## config.mk

```make
export PLATFORM = sky130hd
export DESIGN_NAME = adder_unit
export DESIGN_NICKNAME = d
export VERILOG_FILES = /design/src/rtl/adder_pkg.sv /design/src/rtl/adder_pipe_reg.sv /design/src/rtl/adder_unit.sv
export SDC_FILE = /design/constraint.sdc
export NUM_CORES = 1
export LEC_CHECK = 0
export CAP_MARGIN = 5
export CORE_AREA = 2 2 70 72
export CTS_CLUSTER_DIAMETER = 150
export DETAILED_ROUTE_END_ITERATION = 10
export DIE_AREA = 0 0 72 74
export PLACE_DENSITY = 0.64
export SYNTH_ARGS = -nofsm -noshare
export SYNTH_HDL_FRONTEND = slang
export SYNTH_SLANG_ARGS = --single-unit
```

## constraint.sdc

```tcl
create_clock -name clk -period 0.85 [get_ports clk]
set_input_delay 0.085 -clock clk [delete_from_list [all_inputs] [get_ports clk]]
set_output_delay 0.085 -clock clk [all_outputs]
set_load 0.01 [all_outputs]
```

## src/rtl/adder_pkg.sv

```systemverilog
// Shared defaults and helpers for the adder unit.
// Optional subtract support is enabled with the ADDER_SUB_EN macro.
package adder_pkg;

    localparam int DEF_DATA_WIDTH  = 16;
    localparam int DEF_PIPE_STAGES = 1;

    typedef enum logic {
        OP_ADD = 1'b0,
        OP_SUB = 1'b1
    } op_e;

    function automatic int max_w(input int a, input int b);
        return (a > b) ? a : b;
    endfunction

endpackage

```

## src/rtl/adder_pipe_reg.sv

```systemverilog
// One valid+data pipeline stage; data holds when the incoming valid is low.
module adder_pipe_reg
    import adder_pkg::*;
#(
    parameter int W = DEF_DATA_WIDTH + 1
) (
    input  logic         clk,
    input  logic         rst,
    input  logic         valid_i,
    input  logic [W-1:0] data_i,
    output logic         valid_o,
    output logic [W-1:0] data_o
);

    logic         valid_q;
    logic [W-1:0] data_q, data_d;

    always_comb data_d = valid_i ? data_i : data_q;

    always_ff @(posedge clk or posedge rst) begin
        if (rst) begin
            valid_q <= 1'b0;
            data_q  <= '0;
        end else begin
            valid_q <= valid_i;
            data_q  <= data_d;
        end
    end

    assign valid_o = valid_q;
    assign data_o  = data_q;

endmodule

```

## src/rtl/adder_unit.sv

```systemverilog
// Pipelined unsigned adder; with ADDER_SUB_EN defined, sub_i selects A-B.
// Result is OUT_W = max(widths)+1 bits, PIPE_STAGES cycles after acceptance.
module adder_unit
    import adder_pkg::*;
#(
    parameter  int DATA_WIDTH_1 = DEF_DATA_WIDTH,
    parameter  int DATA_WIDTH_2 = DEF_DATA_WIDTH,
    parameter  int PIPE_STAGES  = DEF_PIPE_STAGES,
    localparam int OUT_W        = max_w(DATA_WIDTH_1, DATA_WIDTH_2) + 1
) (
    input  logic                    clk,
    input  logic                    rst,
    input  logic                    valid_i,
    input  logic [DATA_WIDTH_1-1:0] data1_i,
    input  logic [DATA_WIDTH_2-1:0] data2_i,
`ifdef ADDER_SUB_EN
    input  logic                    sub_i,
`endif
    output logic                    valid_o,
    output logic [OUT_W-1:0]        data_o
);

    logic [OUT_W-1:0] a_ext, b_ext, res;

    assign a_ext = OUT_W'(data1_i);
    assign b_ext = OUT_W'(data2_i);

`ifdef ADDER_SUB_EN
    op_e op;
    assign op  = sub_i ? OP_SUB : OP_ADD;
    // Wraps mod 2^OUT_W, so the MSB flags A<B.
    assign res = (op == OP_SUB) ? (a_ext - b_ext) : (a_ext + b_ext);
`else
    assign res = a_ext + b_ext;
`endif

    logic [PIPE_STAGES:0]            vld_pipe;
    logic [PIPE_STAGES:0][OUT_W-1:0] dat_pipe;

    assign vld_pipe[0] = valid_i;
    assign dat_pipe[0] = res;

    for (genvar g = 0; g < PIPE_STAGES; g++) begin : g_stage
        adder_pipe_reg #(.W(OUT_W)) u_stage (
            .clk     (clk),
            .rst     (rst),
            .valid_i (vld_pipe[g]),
            .data_i  (dat_pipe[g]),
            .valid_o (vld_pipe[g+1]),
            .data_o  (dat_pipe[g+1])
        );
    end

    assign valid_o = vld_pipe[PIPE_STAGES];
    assign data_o  = dat_pipe[PIPE_STAGES];

endmodule

```

Word level (Yosys, flattened, before mapping)
Cells that the tools add are included.
{"block": "op_classes", "addsub": 1}
{"operator": "16-bit by 16-bit adder with 17-bit output", "n": 1}
{"block": "word_totals", "regBits": 18, "input_bits": 35}

Depth between registers and ports, before layout
Gate-level depths: netlist (run 1).
{"block": "depth", "depth_word": 1, "depth_mapped": 7}

Hierarchy
A second synthesis (run 1) with hierarchy kept.
{"block": "hier_totals", "cells_unflattened": 148, "area_unflattened_um2": 1570.3}
{"module": "adder_unit", "instances": 1, "cells_per_inst": 110, "area_per_inst_um2": 855.8, "seq_area_each_um2": 0.0}
{"module": "adder_pipe_reg", "instances": 1, "cells_per_inst": 38, "area_per_inst_um2": 714.4, "seq_area_each_um2": 450.4}

Worst setup path before layout (run 1)
No wires, ideal clock.
{"block": "synth_path", "kind": "input to register", "from": "input port data1_i[0]", "to": "register g_stage[0].u_stage.data_q[14]", "setup_ns": 0.104, "arrival_time_ns": 1.753, "path_slack_ns": -1.007, "cell_stages": 7, "path_buffers": 0, "cell_sequence": "ha_1 -> fa_1 -> a21oi_1 -> o21ai_0 -> nor3b_1 -> or4_1 -> o311ai_1"}
{"block": "synth_via", "elab_chain_cells": 1}
{"item": "start, declared", "line_no": "adder_unit.sv:14", "text": "input logic [DATA_WIDTH_1-1:0] data1_i,"}
{"item": "16-bit by 16-bit adder with 17-bit output", "line_no": "adder_unit.sv:34", "text": "assign res = a_ext + b_ext;"}
{"item": "end signal, assigned", "line_no": "adder_pipe_reg.sv:26", "text": "data_q <= data_d;"}
{"item": "end, declared", "line_no": "adder_pipe_reg.sv:16", "text": "logic [W-1:0] data_q, data_d;"}
No other way between the ends.
A chain may end at the register's enable or synchronous reset.

Final worst setup path (run 1)
{"block": "layout_path", "from": "input port data2_i[0]", "to": "register g_stage[0].u_stage.data_q[14]"}
{"block": "layout_via", "elab_chain_cells": 1}
{"item": "start, declared", "line_no": "adder_unit.sv:15", "text": "input logic [DATA_WIDTH_2-1:0] data2_i,"}
{"item": "16-bit by 16-bit adder with 17-bit output", "line_no": "adder_unit.sv:34"}
No other way between the ends.

==> flow_summary.toml, run 1 <==
[synthesis]
yosysUniqueCellTypes = 48
ys_ff_latch = 18
postSynthAreaPerCell_um2 = 8.95
synth_cells = 172
synth_area_leader_cell = "dfrtp_1"
synth_area_leaders = "dfrtp_1, ha_1, mux2_2, a21oi_1, xnor2_1"
synth_fp_nets = 224
synth_top_area_share_pct = 29.3
netlist_area_um2 = 1540
synth_edf_count = 0
ys_warn_count = 0
synthFlopType = "dfrtp_1"
ys_async_sr_fraction_pct = 100
seq_area_frac_synth_pct = 29.3

[worst_setup_path]
crit_fanout = 3
worst_ep_arrival_time_ns = 1.71
crit_chain = "buf_6 > ha_4 > fa_2 > a21oi_2 > buf_4 > o21ai_2 > nor3b_4 > or4_4 > o311ai_4"
end_kind = "flip-flop"
startpoint_type = "primary input"
path_buf_inv = 2
cp_slowest_cell = "or4_4"
cpPeakStageDelay_ns = 0.43
critical_path_class = "in2reg"
crit_required_ns = 1.02
cpLargestDelayFamily = "simple AND/OR/NAND/NOR gates"

[floorplan]
rows = 25
pin_count = 53
die_area_um2 = 5330
die_y_um = 74
core_um2 = 4600
initial_utilization_pct = 33.5
die_width_um = 72

[detailed_routing]
drt_wl_total_mm = 5.21
ant_nets = 0
routedWlPerCell_um = 15.3
first_pass_iters = 4
drc = 0
via_per_inst = 5.29
drt_iter0_markers = 100
vias = 1805

[final_layout]
layout_commonest_cell = "buf_4"
drive_gt1_share_pct = 59.9
layout_common_cells = "buf_4, buf_2, buf_6, dfrtp_1, ha_4"
area_delta_synth_final_pct = 99.5
nNetsFinal = 340
n_antenna_cell = 0

[global_route]
grtUsageTotal_pct = 19.7
grt_pass1_wl_mm = 8.36
grt_overflow_total = 0
grt_max_degree = 19
antenna_found_initial = 0
grt_pass1_vias = 1829

[power_and_ir_drop]
power_leakage_nw = 1.40
p_per_area_nw_per_um2 = 1360
peakVddDrop_mv = 0.704

[placed_design]
hpwl_mm = 3.47
port_buffers = 52
gp_congestion = 0.891
dp_slack_ns = -1.39

[clock_tree]
cts_buffers = 3
clkTransAtPathRegs_ns = 0.08
cts_sinks = 18
tritoncts = "done"
htree_levels = 1
cts_buffer_depth = 2
cts-hold-fix-buffers = 0
root_buffer = "clkbuf_8"
clock_latency_ns = 0.26

[sta]
report.final.slew_viol_count = 0
post-route-period-util_pct = 181
layout_min_cycle_time_ns = 1.54
rsz0062_at_grt = "yes"
max_freq_mhz = 649
holdWs_ns = 0.128
fin_worst_skew_ns = 0
tightest_slew_ns = 0.397
setup_violations = 32
setup-tns-final_ns = -8.44
max_slew_margin_pct = 73.2
hold_violations = 0
worst_slack_ns = -0.690

[status]
status = "finished, violations left"
violations = "negative setup slack"

[worst_hold_path]
hp-class = "in2async"

[job]
drv_cap = 0
flip-flops by register name, indices dropped and copies added, names as in the netlist:
register,cells
g_stage.u_stage.valid_o,1
g_stage.u_stage.data_o,17
through the flow:
stage,instance area (um2),util (%),instances,power (mW)
3_5_place_dp,2570,55.9,312,3.00
6_report,3070,66.8,341,4.16
2_1_floorplan,1710,-,172,2.06
3_3_place_gp,2570,55.9,312,2.98
4_1_cts,2940,63.9,340,3.93
5_1_grt,3070,66.8,341,4.40
final cells by class:
class,instances,area [um2]
clock buffer,4,55.1
fill,365,1530
inverter,8,33.8
multi-input combinational,138,1500
sequential,18,450
tap,54,67.6
timing repair buffer,119,966
cell families (layout without fill, tap and decap cells):
family,Yosys count,in the layout,synth area share (%)
xor+xnor,8,8,4.55
mux,10,10,7.24
fa+ha+maj,17,17,14.3
compound gates,53,53,24.3
simple gates,50,50,15.9
flops,18,18,29.3
buf+inv,16,131,4.47
repair_timing:
item                       in CTS  in global routing
pin swaps                      39                 24
hold endpoints to repair        0                  0
gates resized for setup       193                 39
setup endpoints to repair      35                 35
buffers inserted               24                  8
power breakdown:
part	total, mW	internal [mW]	switching [mW]
clock	0.739	0.413	0.326
combinational	2.30	1.29	1.00
sequential	1.13	1.03	0.0951
per-layer routing:
layer | GRT usage, % | share of wire [%] | vias to the layer above
met4 | 6.08 | 1.8 | 0
met2 | 35.5 | 50 | 53
li1 | - | - | 872
met3 | 1.63 | 4.5 | 13
met5 | 0 | 0 | -
met1 | 25.1 | 44 | 867
synth_stat cells (2+ instances only):
cell type   n
inv_1       8
dfrtp_1    18
xnor2_1     7
nand4_1     2
o221ai_1    2
o21bai_1    2
nand2_1    16
a211oi_1    3
buf_1       2
a21o_1      4
ha_1       16
o211ai_1    3
mux2_2      9
nand3_1     8
o21ai_0     4
o21ai_1     2
nor3_1      4
clkbuf_1    4
a211o_1     2
a21oi_1    17
nor4_1      2
nor3b_1     2
nor2_1     10
worst reg2reg max path, cell delays in order (launching register included):
cell and delay (ns):
dfrtp_1 0.40, buf_4 0.14, nor2_1 0.08, a21oi_1 0.05, a211o_1 0.26
worst paths after layout:
kind	depth (start not counted)	endpoint	slack, ns	from
min in group clk	3	g_stage[0].u_stage.data_o[0]	0.16	data1_i[0]
hold reg to reg	1	g_stage[0].u_stage.data_o[1]	0.50	g_stage[0].u_stage.data_o[1]
max in group asynchronous	3	g_stage[0].u_stage.data_o[3]	0.59	rst
setup reg to reg	4	g_stage[0].u_stage.data_o[13]	-0.20	g_stage[0].u_stage.data_o[13]
setup / recovery	9	g_stage[0].u_stage.data_o[14]	-0.69	data2_i[0]
hold / removal	3	g_stage[0].u_stage.data_o[10]	0.13	rst
Note: power is estimated with default switching activity, not from simulation.
==> run 2: changes to the inputs <==
Settings changed: CORE_AREA 2 2 70 72 to 2 2 65 67, CTS_CLUSTER_SIZE set to 16, DIE_AREA 0 0 72 74 to 0 0 67 69, PLACE_DENSITY 0.64 to 0.73.
==> run 2 against run 1 <==
Net effect: the run still ends with negative setup slack left; design area up 0.12%; final cell count down 1.5%; clock power about the same; via count up 7.9%; sequential share of layout area about the same; core utilization up 12 points; register-to-register slack better by 0.07 ns; wire length up 23%; clock-buffer cell count unchanged; setup slack worse by 0.18 ns.
==> flow_summary.toml, run 2 (synthesis gave the netlist of run 1 again) <==
[global_route]
grt_pass1_vias = 1986
grtUsageTotal_pct = 26.0
grt_max_degree = 19
grtUsageMet1_pct = 31.1
grt_pass1_wl_mm = 9.33
grt_overflow_total = 0
grt_busiest_layer = "met2"
antenna_found_initial = 0
use_met2_pct = 44.8
use_met3_pct = 2.77

[final_layout]
drive_gt1_share_pct = 58.4
n_antenna_cell = 0
post-route-util_pct = 78.5
nNetsFinal = 339
layout_common_cells = "buf_4, buf_6, buf_2, dfrtp_1, dlygate4sd2_1"
fin_area_um2 = 3070
largest_register_ffs = 17
fin_cells = 336
layout_commonest_cell = "buf_4"
area_delta_synth_final_pct = 99.8

[clock_tree]
cts_sinks = 18
htree_levels = 1
tritoncts = "done"
cts_buffer_depth = 2
clkTransAtPathRegs_ns = 0.07
cts-hold-fix-buffers = 0
clock_latency_ns = 0.26
cts_buffers = 3
root_buffer = "clkbuf_8"

[worst_setup_path]
crit_chain = "buf_6 > ha_4 > fa_2 > a21oi_4 > o211ai_1 > and4bb_2 > o31a_1 > o31ai_1"
worstRegToRegCells = 3
worst_ep_arrival_time_ns = 1.87
crit_required_ns = 1.00
path_depth = 8
end_kind = "flip-flop"
cp_slowest_cell = "fa_2"
crit_fanout = 3
cpPeakStageDelay_ns = 0.36
startpoint_type = "primary input"
cpLargestDelayFamily = "compound AO/OA/AOI/OAI gates"
critical_path_class = "in2reg"
path_buf_inv = 1

[power_and_ir_drop]
power_leakage_nw = 1.39
p_sw_mw = 1.54
swShare_pct = 35.7
p_per_area_nw_per_um2 = 1410
pwr-share-clk_pct = 17.1
combinationalPowerShare_pct = 56.4
pwr-share-seq_pct = 26.6
peakVddDrop_mv = 0.728
intPower_mw = 2.78
finalPower_mw = 4.32

[detailed_routing]
via_per_inst = 5.80
drt_iter0_markers = 116
drc = 0
first_pass_iters = 4
routedWlPerCell_um = 19.0
ant_nets = 0
drt_wl_total_mm = 6.40
vias = 1948

[sta]
layout_min_cycle_time_ns = 1.72
holdWs_ns = 0.135
max_freq_mhz = 583
max_slew_margin_pct = 69.7
setup_violations = 33
setup-tns-final_ns = -10.04
post-route-period-util_pct = 202
worst_slack_ns = -0.866
tightest_slew_ns = 0.452
rsz0062_at_grt = "yes"
hold_violations = 0
report.final.slew_viol_count = 0
fin_worst_skew_ns = 0

[status]
violations = "negative setup slack"
status = "finished, violations left"

[floorplan]
core_um2 = 3910
initial_utilization_pct = 39.3
rows = 23
die_y_um = 69
die_width_um = 67
die_area_um2 = 4620
pin_count = 53

[placed_design]
gp_congestion = 0.873
post-place-cells = 310
hpwl_mm = 3.46
dp_slack_ns = -1.42
placed_cell_area_um2 = 2580
port_buffers = 52

[job]
drv_cap = 0

[worst_hold_path]
hp-class = "in2async"
==> run 2: cell count changes in the layout (fill, tap and decap cells not counted), moves of 2 or more <==
| cell | previous run | this run |
|---|---|---|
| clkbuf_2 | 2 | 0 |
| clkdlybuf4s50_1 | 3 | 5 |
| ha_4 | 15 | 13 |
| nor3_2 | 2 | 0 |
| dlymetal6s2s_1 | 2 | 0 |
| a21oi_2 | 10 | 6 |
| dlygate4sd2_1 | 12 | 16 |
| buf_4 | 54 | 52 |
| a21oi_4 | 2 | 5 |
==> run 2: area by class of cell <==
| cell class | count | area [um2] |
|---|---|---|
| fill | 260 | 840 |
| clock buffer | 4 | 55.1 |
| multi-input combinational | 138 | 1500 |
| inverter | 8 | 30.0 |
| tap | 50 | 62.6 |
| sequential | 18 | 450 |
| timing repair buffer | 118 | 972 |
==> run 2: what timing repair did <==
item,4_1_cts,5_1_grt
gates resized for setup,187,33
pin swaps,41,24
setup endpoints to repair,35,34
setup buffers,18,6
==> run 2: worst paths after layout <==
| path | slack (ns) | start | endpoint |
|---|---|---|---|
| setup / recovery | -0.87 | data2_i[0] | g_stage[0].u_stage.data_o[12] |
| hold / removal | 0.13 | rst | g_stage[0].u_stage.data_o[9] |
| setup reg to reg | -0.13 | g_stage[0].u_stage.data_o[14] | g_stage[0].u_stage.data_o[14] |
| hold reg to reg | 0.53 | g_stage[0].u_stage.data_o[5] | g_stage[0].u_stage.data_o[5] |
| max in group asynchronous | 0.59 | rst | g_stage[0].u_stage.data_o[15] |
| min in group clk | 0.18 | data1_i[0] | g_stage[0].u_stage.data_o[0] |
==> run 2: power groups by stage <==
stage | clock (mW) | combinational, mW | sequential, mW
after floorplan | 0 | 0.845 | 1.22
after global placement | 0 | 1.84 | 1.14
after detailed placement | 0 | 1.87 | 1.15
after CTS | 0.719 | 2.06 | 1.12
after global routing | 0.781 | 2.59 | 1.16
final | 0.738 | 2.44 | 1.15
==> run 2: worst reg2reg max path, cell delays in order, from the launching register on <==
cell	delay, ns
dfrtp_1	0.39
buf_4	0.14
a21oi_2	0.19
o311ai_4	0.13
==> run 2: metal layers <==
metal  vias up  wire, um
met5         -         0
met1       964      2450
met3        18       361
met2        97      3390
li1        869         -
met4         0       197
==> run 3: changes to the inputs <==
Settings changed: ABC_AREA set to 0, REMOVE_ABC_BUFFERS set to 1.
==> run 3 against run 2 <==
Net effect: the flow still finishes with violations (negative setup slack); maximum frequency up 2.0%; wire length is 5.5% higher; register-to-register slack is essentially flat; via count down 1.1%; final cell count grew 1.2%; critical path type unchanged; highest routed layer unchanged; first-iteration DRC count rose by 32%; non-clock buffer count rose by 4; clock skew unchanged; flip-flop and latch count did not move; sequential power is essentially flat; combinational power hardly changed; worst hold slack improved by 0.010 ns.
==> flow_summary.toml, run 3 (synthesis gave the netlist of run 1 again) <==
[detailed_routing]
vias = 1926
via_per_inst = 5.66
dr.max_layer_used = "met4"
drt_wl_total_mm = 6.75
drc = 0
drt-met1-wl_mm = 2.49
first_pass_iters = 4
wl_met2_mm = 3.55
drt_iter0_markers = 153
wl_met3_um = 453
routedWlPerCell_um = 19.8
ant_nets = 0

[sta]
holdWs_ns = 0.145
rsz0062_at_grt = "yes"
fin_worst_skew_ns = 0
layout_min_cycle_time_ns = 1.68
max_slew_margin_pct = 77.5
tightest_slew_ns = 0.333
worst_slack_ns = -0.833
hold_violations = 0
report.final.slew_viol_count = 0
max_freq_mhz = 594
setup_violations = 32
post-route-period-util_pct = 198

[final_layout]
layout_common_cells = "buf_4, buf_6, dfrtp_1, buf_2"
area_delta_synth_final_pct = 102
drive_gt1_share_pct = 56.9
nNetsFinal = 343
layout_commonest_cell = "buf_4"
largest_register_ffs = 17
n_antenna_cell = 0

[worst_setup_path]
timing.rr.end = "g_stage[0].u_stage.data_o[16]"
startpoint_type = "primary input"
reg2reg_from = "g_stage[0].u_stage.data_o[16]"
critical_path_class = "in2reg"
worst_ep_arrival_time_ns = 1.82
crit_fanout = 3
r2r_slack_ns = -0.12
crit_required_ns = 0.99
end_kind = "flip-flop"
worstRegToRegCells = 3

[global_route]
grt_pass1_wl_mm = 9.49
grt_overflow_total = 0
grt_pass1_vias = 2024
grt_max_degree = 19
grtUsageTotal_pct = 26.6
antenna_found_initial = 0

[power_and_ir_drop]
power_leakage_nw = 1.41
finalPower_mw = 4.34
peakVddDrop_mv = 0.912
p_per_area_nw_per_um2 = 1390

[placed_design]
port_buffers = 52
gp_congestion = 0.870
hpwl_mm = 3.42

[clock_tree]
root_buffer = "clkbuf_8"
tritoncts = "done"
cts_buffer_depth = 2
cts_buffers = 3
clock_latency_ns = 0.25
cts-hold-fix-buffers = 0
htree_levels = 1
cts_sinks = 18
clkTransAtPathRegs_ns = 0.08

[floorplan]
die_width_um = 67
pin_count = 53
die_y_um = 69
initial_utilization_pct = 39.3
die_area_um2 = 4620
rows = 23
core_um2 = 3910

[job]
drv_cap = 0

[worst_hold_path]
hp-class = "in2async"

[status]
violations = "negative setup slack"
status = "finished, violations left"
==> run 3: changes by cell type in the layout (fill, tap and decap cells not counted), sizes merged <==
cell,change
clkbuf,+1
clkdlybuf4s50,+5
clkdlybuf4s15,+2
dlymetal6s2s,+1
dlygate4sd2,-8
buf,+3
==> run 3: worst max-delay path, cell delays in order <==
cell and delay [ns]:
buf_6 0.10, ha_4 0.15, fa_2 0.37, a21oi_4 0.21, o211ai_1 0.16, and4bb_1 0.24, buf_4 0.15, nor4_4 0.25
o31ai_1 0.11
==> run 3: routing by layer <==
metal	GRT usage, %	vias up
li1	-	879
met1	29.9	902
met2	46.5	118
met3	5.22	27
met4	12.9	0
met5	0	-
==> run 3: per-stage QoR <==
| step | area [um2] | setup WS [ns] | setup TNS, ns | std cells | utilization (%) |
|---|---|---|---|---|---|
| 2_1_floorplan | 1500 | -1.01 | -10.09 | 164 | - |
| 3_3_place_gp | 2400 | -1.57 | -21.53 | 306 | 61.2 |
| 3_5_place_dp | 2400 | -1.61 | -22.06 | 306 | 61.2 |
| 4_1_cts | 2910 | -0.754 | -8.29 | 331 | 74.4 |
| 5_1_grt | 3110 | -0.844 | -10.90 | 340 | 79.5 |
| 6_report | 3110 | -0.833 | -9.91 | 340 | 79.5 |
==> run 3: area by class of cell <==
cell class,instances,area (um2)
clock buffer,4,55.1
sequential,18,450
inverter,8,30.0
timing repair buffer,122,1070
multi-input combinational,138,1450
fill,239,801
tap,50,62.6
==> run 3: timing repair <==
item                                    in CTS  in global routing
buffers inserted                            21                 10
gates resized for setup                    208                 27
endpoints found under the setup margin      36                 34
pin swaps                                   34                 18
cloned                                       1                  0
==> run 3: worst max path at each step <==
stage	start	end	slack (ns)	cells past startpoint
floorplan	data1_i[0]	g_stage[0].u_stage.data_o[14]	-1.01	7
global placement	data1_i[0]	g_stage[0].u_stage.data_o[14]	-1.57	8
detailed placement	data1_i[0]	g_stage[0].u_stage.data_o[14]	-1.61	8
CTS	data2_i[0]	g_stage[0].u_stage.data_o[12]	-0.75	8
global route	data2_i[0]	g_stage[0].u_stage.data_o[12]	-0.84	9
finish	data2_i[0]	g_stage[0].u_stage.data_o[12]	-0.83	9
==> run 3: where the power goes <==
part	switching, mW	total (mW)	leakage [nW]	internal, mW
Combinational	1.09	2.45	1.17	1.36
Clock	0.328	0.740	0.0288	0.412
Sequential	0.114	1.14	0.213	1.03
